### config.mk
export PLATFORM = sky130hd
export DESIGN_NAME = mem_port_arbiter_flat
export DESIGN_NICKNAME = d
export VERILOG_FILES = /design/src/rtl/mem_arb_pkg.sv /design/src/rtl/mem_port_arbiter_if.sv /design/src/rtl/rr_arb2.sv /design/src/rtl/mem_port_arbiter.sv /design/src/flat_wrapper.sv
export SDC_FILE = /design/constraint.sdc
export NUM_CORES = 1
export LEC_CHECK = 0
export BUFFER_PORTS_ARGS = -buffer_cell sky130_fd_sc_hd__buf_2
export CORE_AREA = 8 8 205 207
export CTS_CLUSTER_SIZE = 12
export DETAILED_ROUTE_END_ITERATION = 7
export DIE_AREA = 0 0 213 215
export PLACE_DENSITY = 0.42
export SYNTH_ARGS = -nofsm -noshare
export SYNTH_HDL_FRONTEND = slang
export SYNTH_SLANG_ARGS = --single-unit
### constraint.sdc
create_clock -name clk -period 12.3 [get_ports clk]
set_input_delay 0.615 -clock clk [delete_from_list [all_inputs] [get_ports clk]]
set_output_delay 0.615 -clock clk [all_outputs]
set_load 0.05 [all_outputs]
### src/rtl/mem_arb_pkg.sv
// rtl/mem_arb_pkg.sv - shared types and default widths for the memory port arbiter
package mem_arb_pkg;

  localparam int ADDR_WIDTH_DEF = 64;
  localparam int DATA_WIDTH_DEF = 64;

  typedef enum logic [1:0] {
    IDLE  = 2'd0,
    ISSUE = 2'd1,
    WAIT  = 2'd2
  } arb_state_e;

  typedef enum logic {
    OWNER_IFU = 1'b0,
    OWNER_LSU = 1'b1
  } arb_owner_e;

endpackage

### src/rtl/mem_port_arbiter_if.sv
// rtl/mem_port_arbiter_if.sv - IFU, LSU and memory-side signals of the shared memory port
interface mem_port_arbiter_if
  import mem_arb_pkg::*;
#(
  parameter int ADDR_WIDTH = ADDR_WIDTH_DEF,
  parameter int DATA_WIDTH = DATA_WIDTH_DEF,
  parameter int MASK_WIDTH = DATA_WIDTH / 8
);
  logic                  ifu_req_valid;
  logic                  ifu_req_ready;
  logic [ADDR_WIDTH-1:0] ifu_addr;
  logic                  ifu_resp_valid;
  logic [DATA_WIDTH-1:0] ifu_resp_data;

  logic                  lsu_req_valid;
  logic                  lsu_req_ready;
  logic [ADDR_WIDTH-1:0] lsu_addr;
  logic                  lsu_wen;
  logic [DATA_WIDTH-1:0] lsu_wdata;
  logic [MASK_WIDTH-1:0] lsu_wmask;
  logic                  lsu_resp_valid;
  logic [DATA_WIDTH-1:0] lsu_resp_data;

  logic                  mem_req_valid;
  logic                  mem_req_ready;
  logic [ADDR_WIDTH-1:0] mem_addr;
  logic                  mem_wen;
  logic [DATA_WIDTH-1:0] mem_wdata;
  logic [MASK_WIDTH-1:0] mem_wmask;
  logic                  mem_resp_valid;
  logic [DATA_WIDTH-1:0] mem_resp_data;

  // Arbiter view
  modport slave (
    input  ifu_req_valid, ifu_addr,
    output ifu_req_ready, ifu_resp_valid, ifu_resp_data,
    input  lsu_req_valid, lsu_addr, lsu_wen, lsu_wdata, lsu_wmask,
    output lsu_req_ready, lsu_resp_valid, lsu_resp_data,
    output mem_req_valid, mem_addr, mem_wen, mem_wdata, mem_wmask,
    input  mem_req_ready, mem_resp_valid, mem_resp_data
  );

  // Requester/memory environment view
  modport master (
    output ifu_req_valid, ifu_addr,
    input  ifu_req_ready, ifu_resp_valid, ifu_resp_data,
    output lsu_req_valid, lsu_addr, lsu_wen, lsu_wdata, lsu_wmask,
    input  lsu_req_ready, lsu_resp_valid, lsu_resp_data,
    input  mem_req_valid, mem_addr, mem_wen, mem_wdata, mem_wmask,
    output mem_req_ready, mem_resp_valid, mem_resp_data
  );

endinterface

### src/rtl/rr_arb2.sv
// rtl/rr_arb2.sv - two-input round-robin pick, grant[0]=IFU, grant[1]=LSU
module rr_arb2
  import mem_arb_pkg::*;
(
  input  logic       ifu_valid,
  input  logic       lsu_valid,
  input  arb_owner_e last_grant,
  output logic [1:0] grant
);

  // A lone requester always wins; on a conflict the one not granted last wins
  always_comb begin
    grant    = 2'b00;
    grant[0] = ifu_valid & (~lsu_valid | (last_grant == OWNER_LSU));
    grant[1] = lsu_valid & (~ifu_valid | (last_grant == OWNER_IFU));
  end

endmodule

### src/rtl/mem_port_arbiter.sv
// rtl/mem_port_arbiter.sv - shares one memory port between fetch and load/store requesters
module mem_port_arbiter
  import mem_arb_pkg::*;
#(
  parameter int ADDR_WIDTH = ADDR_WIDTH_DEF,
  parameter int DATA_WIDTH = DATA_WIDTH_DEF,
  parameter int MASK_WIDTH = DATA_WIDTH / 8
)(
  input  logic                clk,
  input  logic                rst,
  mem_port_arbiter_if.slave   bus
);

  arb_state_e            state_q, state_d;
  arb_owner_e            last_grant_q, last_grant_d;
  arb_owner_e            owner_q, owner_d;
  logic [ADDR_WIDTH-1:0] addr_q, addr_d;
  logic                  wen_q, wen_d;
  logic [DATA_WIDTH-1:0] wdata_q, wdata_d;
  logic [MASK_WIDTH-1:0] wmask_q, wmask_d;
  logic [1:0]            grant;

  rr_arb2 u_rr_arb2 (
    .ifu_valid  (bus.ifu_req_valid),
    .lsu_valid  (bus.lsu_req_valid),
    .last_grant (last_grant_q),
    .grant      (grant)
  );

  // Request fields are driven only from flops so they stay stable through stalls
  assign bus.mem_addr  = addr_q;
  assign bus.mem_wen   = wen_q;
  assign bus.mem_wdata = wdata_q;
  assign bus.mem_wmask = wmask_q;

  // State register and latched transaction
  always_ff @(posedge clk or posedge rst) begin
    if (rst) begin
      state_q      <= IDLE;
      last_grant_q <= OWNER_IFU;
      owner_q      <= OWNER_IFU;
      addr_q       <= '0;
      wen_q        <= 1'b0;
      wdata_q      <= '0;
      wmask_q      <= '0;
    end else begin
      state_q      <= state_d;
      last_grant_q <= last_grant_d;
      owner_q      <= owner_d;
      addr_q       <= addr_d;
      wen_q        <= wen_d;
      wdata_q      <= wdata_d;
      wmask_q      <= wmask_d;
    end
  end

  // Next state, grant capture and response routing
  always_comb begin
    state_d            = state_q;
    last_grant_d       = last_grant_q;
    owner_d            = owner_q;
    addr_d             = addr_q;
    wen_d              = wen_q;
    wdata_d            = wdata_q;
    wmask_d            = wmask_q;
    bus.ifu_req_ready  = 1'b0;
    bus.lsu_req_ready  = 1'b0;
    bus.mem_req_valid  = 1'b0;
    bus.ifu_resp_valid = 1'b0;
    bus.ifu_resp_data  = '0;
    bus.lsu_resp_valid = 1'b0;
    bus.lsu_resp_data  = '0;

    case (state_q)
      IDLE: begin
        if (|grant) begin
          bus.ifu_req_ready = grant[0];
          bus.lsu_req_ready = grant[1];
          if (grant[1]) begin
            owner_d = OWNER_LSU;
            addr_d  = bus.lsu_addr;
            wen_d   = bus.lsu_wen;
            wdata_d = bus.lsu_wdata;
            wmask_d = bus.lsu_wmask;
          end else begin
            // Fetches are always reads with an empty mask
            owner_d = OWNER_IFU;
            addr_d  = bus.ifu_addr;
            wen_d   = 1'b0;
            wdata_d = '0;
            wmask_d = '0;
          end
          last_grant_d = owner_d;
          state_d      = ISSUE;
        end
      end
      ISSUE: begin
        bus.mem_req_valid = 1'b1;
        if (bus.mem_req_ready) state_d = WAIT;
      end
      WAIT: begin
        // Response passes straight through; IDLE/ISSUE responses are dropped
        if (bus.mem_resp_valid) begin
          if (owner_q == OWNER_LSU) begin
            bus.lsu_resp_valid = 1'b1;
            bus.lsu_resp_data  = bus.mem_resp_data;
          end else begin
            bus.ifu_resp_valid = 1'b1;
            bus.ifu_resp_data  = bus.mem_resp_data;
          end
          state_d = IDLE;
        end
      end
      default: state_d = IDLE;
    endcase
  end

endmodule

### src/flat_wrapper.sv
// flat-port wrapper written by rule: the top's interface ports become plain ports
module mem_port_arbiter_flat import mem_arb_pkg::*;
#(
  parameter int ADDR_WIDTH = ADDR_WIDTH_DEF,
  parameter int DATA_WIDTH = DATA_WIDTH_DEF,
  parameter int MASK_WIDTH = DATA_WIDTH / 8
)
  (clk, rst, bus_ifu_req_valid, bus_ifu_addr, bus_ifu_req_ready, bus_ifu_resp_valid, bus_ifu_resp_data, bus_lsu_req_valid, bus_lsu_addr, bus_lsu_wen, bus_lsu_wdata, bus_lsu_wmask, bus_lsu_req_ready, bus_lsu_resp_valid, bus_lsu_resp_data, bus_mem_req_valid, bus_mem_addr, bus_mem_wen, bus_mem_wdata, bus_mem_wmask, bus_mem_req_ready, bus_mem_resp_valid, bus_mem_resp_data);
  mem_port_arbiter_if #(.ADDR_WIDTH(ADDR_WIDTH), .DATA_WIDTH(DATA_WIDTH), .MASK_WIDTH(MASK_WIDTH)) bus_i ();
  input  logic clk;
  input  logic rst;
  input wire logic [$bits(bus_i.ifu_req_valid)-1:0] bus_ifu_req_valid;
  input wire logic [$bits(bus_i.ifu_addr)-1:0] bus_ifu_addr;
  output wire logic [$bits(bus_i.ifu_req_ready)-1:0] bus_ifu_req_ready;
  output wire logic [$bits(bus_i.ifu_resp_valid)-1:0] bus_ifu_resp_valid;
  output wire logic [$bits(bus_i.ifu_resp_data)-1:0] bus_ifu_resp_data;
  input wire logic [$bits(bus_i.lsu_req_valid)-1:0] bus_lsu_req_valid;
  input wire logic [$bits(bus_i.lsu_addr)-1:0] bus_lsu_addr;
  input wire logic [$bits(bus_i.lsu_wen)-1:0] bus_lsu_wen;
  input wire logic [$bits(bus_i.lsu_wdata)-1:0] bus_lsu_wdata;
  input wire logic [$bits(bus_i.lsu_wmask)-1:0] bus_lsu_wmask;
  output wire logic [$bits(bus_i.lsu_req_ready)-1:0] bus_lsu_req_ready;
  output wire logic [$bits(bus_i.lsu_resp_valid)-1:0] bus_lsu_resp_valid;
  output wire logic [$bits(bus_i.lsu_resp_data)-1:0] bus_lsu_resp_data;
  output wire logic [$bits(bus_i.mem_req_valid)-1:0] bus_mem_req_valid;
  output wire logic [$bits(bus_i.mem_addr)-1:0] bus_mem_addr;
  output wire logic [$bits(bus_i.mem_wen)-1:0] bus_mem_wen;
  output wire logic [$bits(bus_i.mem_wdata)-1:0] bus_mem_wdata;
  output wire logic [$bits(bus_i.mem_wmask)-1:0] bus_mem_wmask;
  input wire logic [$bits(bus_i.mem_req_ready)-1:0] bus_mem_req_ready;
  input wire logic [$bits(bus_i.mem_resp_valid)-1:0] bus_mem_resp_valid;
  input wire logic [$bits(bus_i.mem_resp_data)-1:0] bus_mem_resp_data;
  assign bus_i.ifu_req_valid = bus_ifu_req_valid;
  assign bus_i.ifu_addr = bus_ifu_addr;
  assign bus_ifu_req_ready = bus_i.ifu_req_ready;
  assign bus_ifu_resp_valid = bus_i.ifu_resp_valid;
  assign bus_ifu_resp_data = bus_i.ifu_resp_data;
  assign bus_i.lsu_req_valid = bus_lsu_req_valid;
  assign bus_i.lsu_addr = bus_lsu_addr;
  assign bus_i.lsu_wen = bus_lsu_wen;
  assign bus_i.lsu_wdata = bus_lsu_wdata;
  assign bus_i.lsu_wmask = bus_lsu_wmask;
  assign bus_lsu_req_ready = bus_i.lsu_req_ready;
  assign bus_lsu_resp_valid = bus_i.lsu_resp_valid;
  assign bus_lsu_resp_data = bus_i.lsu_resp_data;
  assign bus_mem_req_valid = bus_i.mem_req_valid;
  assign bus_mem_addr = bus_i.mem_addr;
  assign bus_mem_wen = bus_i.mem_wen;
  assign bus_mem_wdata = bus_i.mem_wdata;
  assign bus_mem_wmask = bus_i.mem_wmask;
  assign bus_i.mem_req_ready = bus_mem_req_ready;
  assign bus_i.mem_resp_valid = bus_mem_resp_valid;
  assign bus_i.mem_resp_data = bus_mem_resp_data;
  mem_port_arbiter #(.ADDR_WIDTH(ADDR_WIDTH), .DATA_WIDTH(DATA_WIDTH), .MASK_WIDTH(MASK_WIDTH)) u_core (.clk(clk), .rst(rst), .bus(bus_i));
endmodule
==> reports/results.txt, run 1 <==
Status: complete, no violations
Pwr/cell area: 309 nW/um2
First-pass GRT wire length: 48700 um
Final worst-path cycle share: 0.252
Setup Viol. Count Final: 0
Mapped Cells: 684
Die Footprint: 45800 um2
Synth cell types: 21
Crit path kind: register to output pin
Initial antenna violation count: 8
Syn Nets: 955
Share of cells above drive strength 1: 0.492
Final Max Tran Viols: 0
Crit path max-delay family: simple AND/OR/NAND/NOR gates
MaxCap Viol Count: 0
Yosys warnings: 0
Area post-placement: 9760 um2
Worst-skew pair later-pin latency: 440 ps
Final WS setup: 9200 ps
Routability congestion estimate from global placement: 0.829
Routed Wire Length: 32700 um
Synthesized area: 6600 um2
Postcts setup bufs: 0
Register area share after synthesis: 0.531
Clock Pin Slew Worst Setup and Hold Paths: 60 ps
FF-to-FF path depth: 5
R2R setup slack: 9620 ps
Die height: 215 um
DRC viols: 0
CTS root buffer: clkbuf_16
Crit path capture type: output pin
Static leakage: 5.65 nW
Fmax: 0.323 GHz
Reg2Reg Launch Point: u_core.state_q[1]$_DFFE_PP0P_
Worst path max stage delay: 470 ps
Total global routing overflow: 0
WP buf/inv: 2
RSZ-0062 raised after global routing: no
CTS hold repair buffers: 0
Crit-path max FO: 65
Site Rows: 73
Vias in the first global route: 7578
Area grow syn2layout: 57.1%
Port bufs: 540
WL/cell: 18.9 um
# nets final: 1460
Slowest CP cell: dfrtp_1
DRT antenna net count: 0
Post-place setup slack: 9480 ps
Post-route clock skew: 5.90 ps
Hold_ws: 269 ps
Core box area: 39000 um2
Max-slew headroom: 0.355
Die Span X: 213 um
Final Hold Viols: 0
Post-DP HPWL: 24900 um
GRT Overall Usage: 0.138
Slew @ Worst Pin: 967 ps
Minimum clock period: 3100 ps
Syn Area/Cell: 9.65 um2
CTS tree: built
Htree depth: 4
Bufs on Longest Clock Path: 2
Initial core utilization: 0.169
CP arrival: 2480 ps
Clock buffer count from CTS: 17
Num Clock Sinks: 140
Total Neg Setup Slack: 0 ps
Vias per inst: 4.09
Io pins: 541
Final core occ: 0.266
Pin count of the biggest net entering global routing: 75
DRT iter0 DRCs: 446
CP cell instances: nand2b_1 > nor3b_4 > buf_4 > and2_1 > buf_2
Worst hold path type: input port to async pin
Seq cells post-synth: 140
VDD IR-drop max: 145 uV
Worst setup SP type: register
Via count: 7079
First-pass iteration count of the detailed router: 4
Fin area: 10400 um2
Required time of the critical path: 11690 ps
Post-cts gate resize count: 0
Reg-to-reg endpoint: u_core.bus.mem_addr[51]$_DFFE_PP0P_
-- synthesized netlist by cell type, drive strengths merged --
cell type | n | area share
o21ai | 2 | 0.0015
dfrtp | 140 | 0.53
nor2 | 1 | 0.00057
or2 | 1 | 0.00095
buf | 47 | 0.038
a21bo | 1 | 0.0015
nor3 | 2 | 0.0023
inv | 4 | 0.0023
nand2b | 2 | 0.0019
a21oi | 66 | 0.050
clkbuf | 18 | 0.012
a22o | 73 | 0.097
a31oi | 65 | 0.062
a21boi | 1 | 0.0011
and2 | 129 | 0.12
nor3b | 1 | 0.0019
nand2 | 131 | 0.074
-- where the power goes --
part           internal (mW)  switching (mW)  total, mW
registers              0.695           0.140      0.835
logic                  0.421            1.41       1.83
clock network          0.318           0.217      0.535
total                   1.43            1.77       3.20
-- cell type report --
class                   instances  area, um2
multi-input cells             475       2790
diodes                          3       7.51
flip-flops and latches        140       3500
fillers                      4309      28600
inverters                       4       20.0
well taps                     525        657
repair buffers                551       2790
clock inverters                10        129
clock buffers                  22        474
-- how the worst max path moves through the flow --
stage | from | endpoint | cells after the start
5_1_grt | u_core.last_grant_q$_DFFE_PP0P_ | bus_lsu_resp_data[39] | 5
2_1_floorplan | rst | u_core.bus.mem_addr[0]$_DFFE_PP0P_ | 1
3_3_place_gp | bus_ifu_req_valid | u_core.bus.mem_addr[48]$_DFFE_PP0P_ | 6
6_report | u_core.state_q[0]$_DFFE_PP0P_ | bus_ifu_resp_data[58] | 5
4_1_cts | u_core.last_grant_q$_DFFE_PP0P_ | bus_lsu_resp_data[39] | 5
3_5_place_dp | bus_ifu_req_valid | u_core.bus.mem_addr[5]$_DFFE_PP0P_ | 6
-- metal layers --
layer / GRT usage / share of wire / vias up
li1: - / - / 3383
met1: 0.171 / 0.42 / 3323
met2: 0.215 / 0.46 / 334
met3: 0.0601 / 0.11 / 33
met4: 0.0410 / 0.018 / 6
met5: 0 / 0.0011 / -
-- logic make-up after synthesis --
logic type / synth area share
buffers and inverters: 0.0523
and+or+nand+nor: 0.204
AOI/OAI and AO/OA: 0.213
DFF: 0.531
-- cell usage in the layout (no fill, tap or decap), drive strengths merged --
cell type	instances
nand2	131
diode	3
o21ai	2
a31oi	65
clkbuf	22
clkinvlp	1
nor3b	1
nor3	2
a21bo	1
buf	551
nand2b	2
and2	129
a22o	73
a21oi	66
a21boi	1
inv	7
dfrtp	140
or2	1
nor2	1
bufinv	2
clkinv	4
-- through the flow --
| stage | power [mW] | std cells |
|---|---|---|
| 2_1_floorplan | 2.19 | 684 |
| 3_3_place_gp | 2.70 | 1695 |
| 3_5_place_dp | 2.70 | 1695 |
| 4_1_cts | 3.25 | 1727 |
| 5_1_grt | 3.37 | 1727 |
| 6_report | 3.20 | 1730 |
-- state kept, by name, indices dropped and copies added (netlist names) --
signal / cells
u_core.bus.mem_wmask: 8
u_core.bus.mem_wdata: 64
u_core.last_grant_q: 1
u_core.state_q: 2
u_core.bus.mem_wen: 1
u_core.bus.mem_addr: 64
Power figures use the tool's default switching activity.
==> run 2, diff against run 1 <==
ABC_AREA = 1   (was default)
CORE_AREA = 8 8 206 208   (was 8 8 205 207)
DIE_AREA = 0 0 214 216   (was 0 0 213 215)
PLACE_DENSITY = 0.44   (was 0.42)
clock period = 2.86 ns   (was 12.3 ns; I/O delays follow)
==> reports/results.txt, run 2 <==
Share of cells above drive strength 1: 0.344
CTS root buffer: clkbuf_16
Site Rows: 73
Post-synth EDFFs: 0
Yosys top cell area share: 0.477
Final Hold Viols: 0
Final worst-path cycle share: 0.891
# nets final: 1985
First-pass GRT wire length: 57600 um
Die Span X: 214 um
Port bufs: 540
Worst-skew pair later-pin latency: 430 ps
Crit path max-delay family: buffers and inverters
CP most frequent cell: nor2_1
First-pass iteration count of the detailed router: 8
Most common library cells after synthesis: nand2_1, inv_1, dfrtp_1
CP endpoint: bus_ifu_resp_data[48]
Commonest non-fill, non-tap cell in the layout: buf_2
Final core occ: 0.312
Fmax: 0.392 GHz
Total Neg Setup Slack: 0 ps
Seq pwr share: 0.257
DRT antenna net count: 0
RSZ-0062 raised after global routing: no
Post-DP HPWL: 29300 um
Die Footprint: 46200 um2
Io pins: 541
Syn Area/Cell: 6.75 um2
Area grow syn2layout: 66.8%
Seq cells post-synth: 140
Die height: 216 um
Worst path max stage delay: 440 ps
CP cell instances: inv_2 > nor2_1 > nand3_2 > buf_4 > nor2_1 > buf_2
Mapped Cells: 1088
CTS tree: built
Max-slew headroom: 0.405
Async SR Flop Fraction: 1.00
WL/cell: 16.8 um
Required time of the critical path: 2720 ps
Routed Wire Length: 37800 um
Minimum clock period: 2550 ps
Bufs on Longest Clock Path: 2
Reg-to-reg endpoint: u_core.bus.mem_addr[4]$_DFFE_PP0P_
GRT Overall Usage: 0.159
Final Max Tran Viols: 0
Yosys warnings: 0
Htree depth: 4
Most frequent cell after synthesis: nand2_1
Crit-path max FO: 42
Vias in the first global route: 9538
Synthesized area: 7340 um2
Most frequent cells in the layout: buf_2, nand2_1, inv_1
Core box area: 39200 um2
Combinational power share: 0.596
Worst hold path type: input port to register
Vias per inst: 4.00
Crit path capture type: output pin
Clock Power Share: 0.147
Static leakage: 7.83 nW
Initial core utilization: 0.187
P_int: 5.85 mW
Setup Viol. Count Final: 0
WP buf/inv: 3
Status: complete, no violations
FF-to-FF path depth: 6
Post-route clock skew: 6.93 ps
Pwr/cell area: 1110 nW/um2
Net Switching: 7.71 mW
Post-cts gate resize count: 0
Critical Path Source: u_core.state_q[1]$_DFFE_PP0P_
Top_reg_cell synth: dfrtp_1
Via count: 9024
Initial antenna violation count: 14
Total global routing overflow: 0
VDD IR-drop max: 566 uV
Reg2Reg Launch Point: u_core.state_q[1]$_DFFE_PP0P_
DRT iter0 DRCs: 376
R2R setup slack: 1120 ps
Total power: 13.6 mW
Switch share: 0.568
MaxCap Viol Count: 0
Syn Nets: 1359
Synth area leaders: dfrtp_1, nand2_1, inv_1
Routability congestion estimate from global placement: 0.907
Pin count of the biggest net entering global routing: 84
Crit path kind: register to output pin
Clock buffer count from CTS: 17
Num Clock Sinks: 140
Slew @ Worst Pin: 891 ps
Synth cell types: 14
Area leader, netlist: dfrtp_1
Register area share after synthesis: 0.477
DRC viols: 0
Clock Pin Slew Worst Setup and Hold Paths: 60 ps
CP arrival: 2410 ps
CP Depth: 6
Worst setup SP type: register
Slowest CP cell: buf_4
[run 2: power groups by stage]
stage	Combinational [mW]	Clock, mW	Sequential, mW
finish	8.08	2.00	3.48
global route	8.63	2.17	3.61
CTS	8.22	2.09	3.49
detailed placement	8.09	0	3.49
global placement	8.07	0	3.48
floorplan	2.47	0	6.81
[run 2: worst min path at each step]
| stage | depth (start not counted) | to | startpoint | slack, ps |
|---|---|---|---|---|
| final | 5 | u_core.bus.mem_addr[24]$_DFFE_PP0P_ | bus_ifu_addr[24] | 30 |
| after global routing | 5 | u_core.bus.mem_addr[24]$_DFFE_PP0P_ | bus_ifu_addr[24] | 30 |
| after CTS | 5 | u_core.bus.mem_addr[29]$_DFFE_PP0P_ | bus_ifu_addr[29] | 0.2 |
| after detailed placement | 3 | u_core.bus.mem_wmask[4]$_DFFE_PP0P_ | bus_lsu_wmask[4] | 340 |
| after global placement | 3 | u_core.bus.mem_wdata[62]$_DFFE_PP0P_ | bus_lsu_wdata[62] | 340 |
| after floorplan | 1 | u_core.state_q[0]$_DFFE_PP0P_ | bus_mem_req_ready | 240 |
[run 2: kinds of logic after synthesis]
kind of cell,Yosys count,synth area share
compound gates,5,0.00460
simple gates,681,0.371
buf+inv,262,0.147
flops,140,0.477
[run 2: metrics by stage]
| stage | std cells | setup WS (ps) | instance area, um2 | hold slack [ps] |
|---|---|---|---|---|
| after global routing | 2256 | 85.8 | 12200 | 33.0 |
| final | 2256 | 311 | 12200 | 31.6 |
| after global placement | 2106 | 873 | 10600 | 335 |
| after floorplan | 1088 | 968 | 7340 | 238 |
| after CTS | 2252 | 262 | 12200 | 0.208 |
| after detailed placement | 2106 | 755 | 10600 | 341 |
[run 2: layout make-up]
class	instances	area, um2
fill	4334	26900
sequential	140	3500
inverter	198	747
multi-input combinational	686	2790
antenna	4	10.0
tap	525	657
clock buffer	24	472
timing repair buffer	671	4020
clock inverter	8	43.8
[run 2: worst reg2reg max path, stage by stage, from the launching register on]
cell	delay (ps)
dfrtp_1	420
inv_2	80
nand2_1	130
nor2_4	480
buf_4	350
nand3_1	140
nand2_1	80
[run 2: metal layers]
metal,GRT usage,share of wire
met5,0,0
met2,0.294,0.53
met4,0.0775,0.040
met3,0.0386,0.057
met1,0.166,0.37
[run 2: what timing repair did]
action,CTS,global route
hold buffers,114,0
buffers inserted,0,0
endpoints found under the hold margin,140,0
==> run 3, diff against run 2 <==
BUFFER_PORTS_ARGS = default   (was -buffer_cell sky130_fd_sc_hd__buf_2)
CORE_AREA = 2 2 210 212   (was 8 8 206 208)
DIE_AREA = 0 0 212 214   (was 0 0 214 216)
DONT_BUFFER_PORTS = 1   (was default)
PLACE_DENSITY = 0.3   (was 0.44)
SLEW_MARGIN = 10   (was default)
==> reports/results.txt, run 3 (synthesis gave the netlist of run 2 again) <==
Status: complete, no violations
R2R setup slack: 460 ps
Fin area: 11600 um2
Reg-to-reg endpoint: u_core.bus.mem_addr[39]$_DFFE_PP0P_
Worst setup SP type: register
Total global routing overflow: 0
Crit path capture type: output pin
Hold path cells: 5
Htree depth: 4
Area post-placement: 8930 um2
Initial antenna violation count: 12
Most frequent cells in the layout: nand2_1, dlygate4sd3_1, inv_1
FF-to-FF path depth: 7
Hold_ws: 105 ps
Post-DP HPWL: 26100 um
Crit-path max FO: 23
Share of cells above drive strength 1: 0.129
Reg2Reg Launch Point: u_core.state_q[1]$_DFFE_PP0P_
Final WS setup: 324 ps
Slew @ Worst Pin: 1140 ps
Num Clock Sinks: 140
Max-slew headroom: 0.236
RSZ-0062 raised after global routing: no
Initial core utilization: 0.171
DRT antenna net count: 0
Die Span X: 212 um
Total Neg Setup Slack: 0 ps
Final Max Tran Viols: 0
Layout Cells excl Fill: 1997
Crit path kind: register to output pin
Fmax: 0.394 GHz
Minimum clock period: 2540 ps
Final worst-path cycle share: 0.887
Final core occ: 0.270
Port bufs: 0
Clock Pin Slew Worst Setup and Hold Paths: 60 ps
Dpl cells: 1753
Postcts setup bufs: 0
CTS hold repair buffers: 205
Vias in the first global route: 8145
Site Rows: 76
Setup Viol. Count Final: 0
# fillers: 4777
Pwr/cell area: 1150 nW/um2
Final Hold Viols: 0
Required time of the critical path: 2720 ps
Clock buffer count from CTS: 17
Post-route clock skew: 7.65 ps
Total power: 13.3 mW
DRC viols: 0
Post-cts gate resize count: 0
Static leakage: 6.40 nW
CTS root buffer: clkbuf_16
Vias per inst: 3.93
CP arrival: 2390 ps
GRT Overall Usage: 0.157
Die height: 214 um
Area grow syn2layout: 57.8%
Die Footprint: 45400 um2
Bufs on Longest Clock Path: 2
DRT iter0 DRCs: 370
First-pass GRT wire length: 52200 um
# nets final: 1663
Via count: 7854
Core box area: 42900 um2
WL/cell: 18.0 um
Io pins: 541
Routed Wire Length: 36000 um
MaxCap Viol Count: 0
CP cell instances: inv_2 > nor2_1 > nand3_2 > buf_4 > nor2_1 > buf_4
VDD IR-drop max: 477 uV
Commonest non-fill, non-tap cell in the layout: nand2_1
Worst hold path type: input port to register
Slowest CP cell: dfrtp_1
Worst-skew pair later-pin latency: 440 ps
Hold Startpoint: bus_ifu_req_valid
Post-place setup slack: 807 ps
Routability congestion estimate from global placement: 0.779
First-pass iteration count of the detailed router: 6
Min-Delay Endpoint: u_core.bus.mem_wmask[6]$_DFFE_PP0P_
CTS tree: built
Worst path max stage delay: 400 ps
Pin count of the biggest net entering global routing: 83
## run 3: cell types whose count changed in the layout (fill, tap and decap cells not counted), sizes merged
cell / before / now
clkinv: 8 / 5
bufinv: 0 / 3
dlygate4sd3: 114 / 205
diode: 4 / 10
buf: 557 / 144
clkbuf: 24 / 21
## run 3: how the worst max path moves through the flow
stage	to	cells past startpoint	startpoint
after detailed placement	bus_ifu_resp_data[4]	6	u_core.state_q[1]$_DFFE_PP0P_
after global routing	bus_ifu_resp_data[4]	6	u_core.state_q[1]$_DFFE_PP0P_
final	bus_ifu_resp_data[4]	6	u_core.state_q[1]$_DFFE_PP0P_
after CTS	bus_ifu_resp_data[4]	6	u_core.state_q[1]$_DFFE_PP0P_
after global placement	bus_ifu_resp_data[4]	6	u_core.state_q[1]$_DFFE_PP0P_
after floorplan	u_core.bus.mem_addr[0]$_DFFE_PP0P_	1	rst
## run 3: final cells by class
| type | count | area (um2) | area share |
|---|---|---|---|
| sequential | 140 | 3500 | 0.302 |
| timing repair buffer | 349 | 3210 | 0.277 |
| multi-input combinational | 686 | 2790 | 0.241 |
| inverter | 198 | 747 | 0.0645 |
| tap | 585 | 732 | 0.0632 |
| clock buffer | 21 | 460 | 0.0397 |
| clock inverter | 8 | 119 | 0.0103 |
| antenna | 10 | 25.0 | 0.00216 |
## run 3: per-layer routing
| metal | up-vias | GRT usage | wire, um |
|---|---|---|---|
| li1 | 3780 | - | - |
| met1 | 3673 | 0.152 | 12700 |
| met2 | 348 | 0.289 | 19500 |
| met3 | 53 | 0.0484 | 2580 |
| met4 | 0 | 0.0925 | 1210 |
| met5 | - | 0 | 0 |
## run 3: critical path, delay by kind of cell (launching register included)
kind | cells | cell delay [ps]
simple gates | 3 | 870
buf+inv | 3 | 700
flops | 1 | 400
## run 3: where the power goes
group | switching (mW) | internal (mW) | total, mW | leakage [nW]
registers | 4.28 | 2.89 | 7.17 | 1.76
logic | 2.38 | 1.48 | 3.86 | 4.35
clock network | 0.893 | 1.40 | 2.29 | 0.288
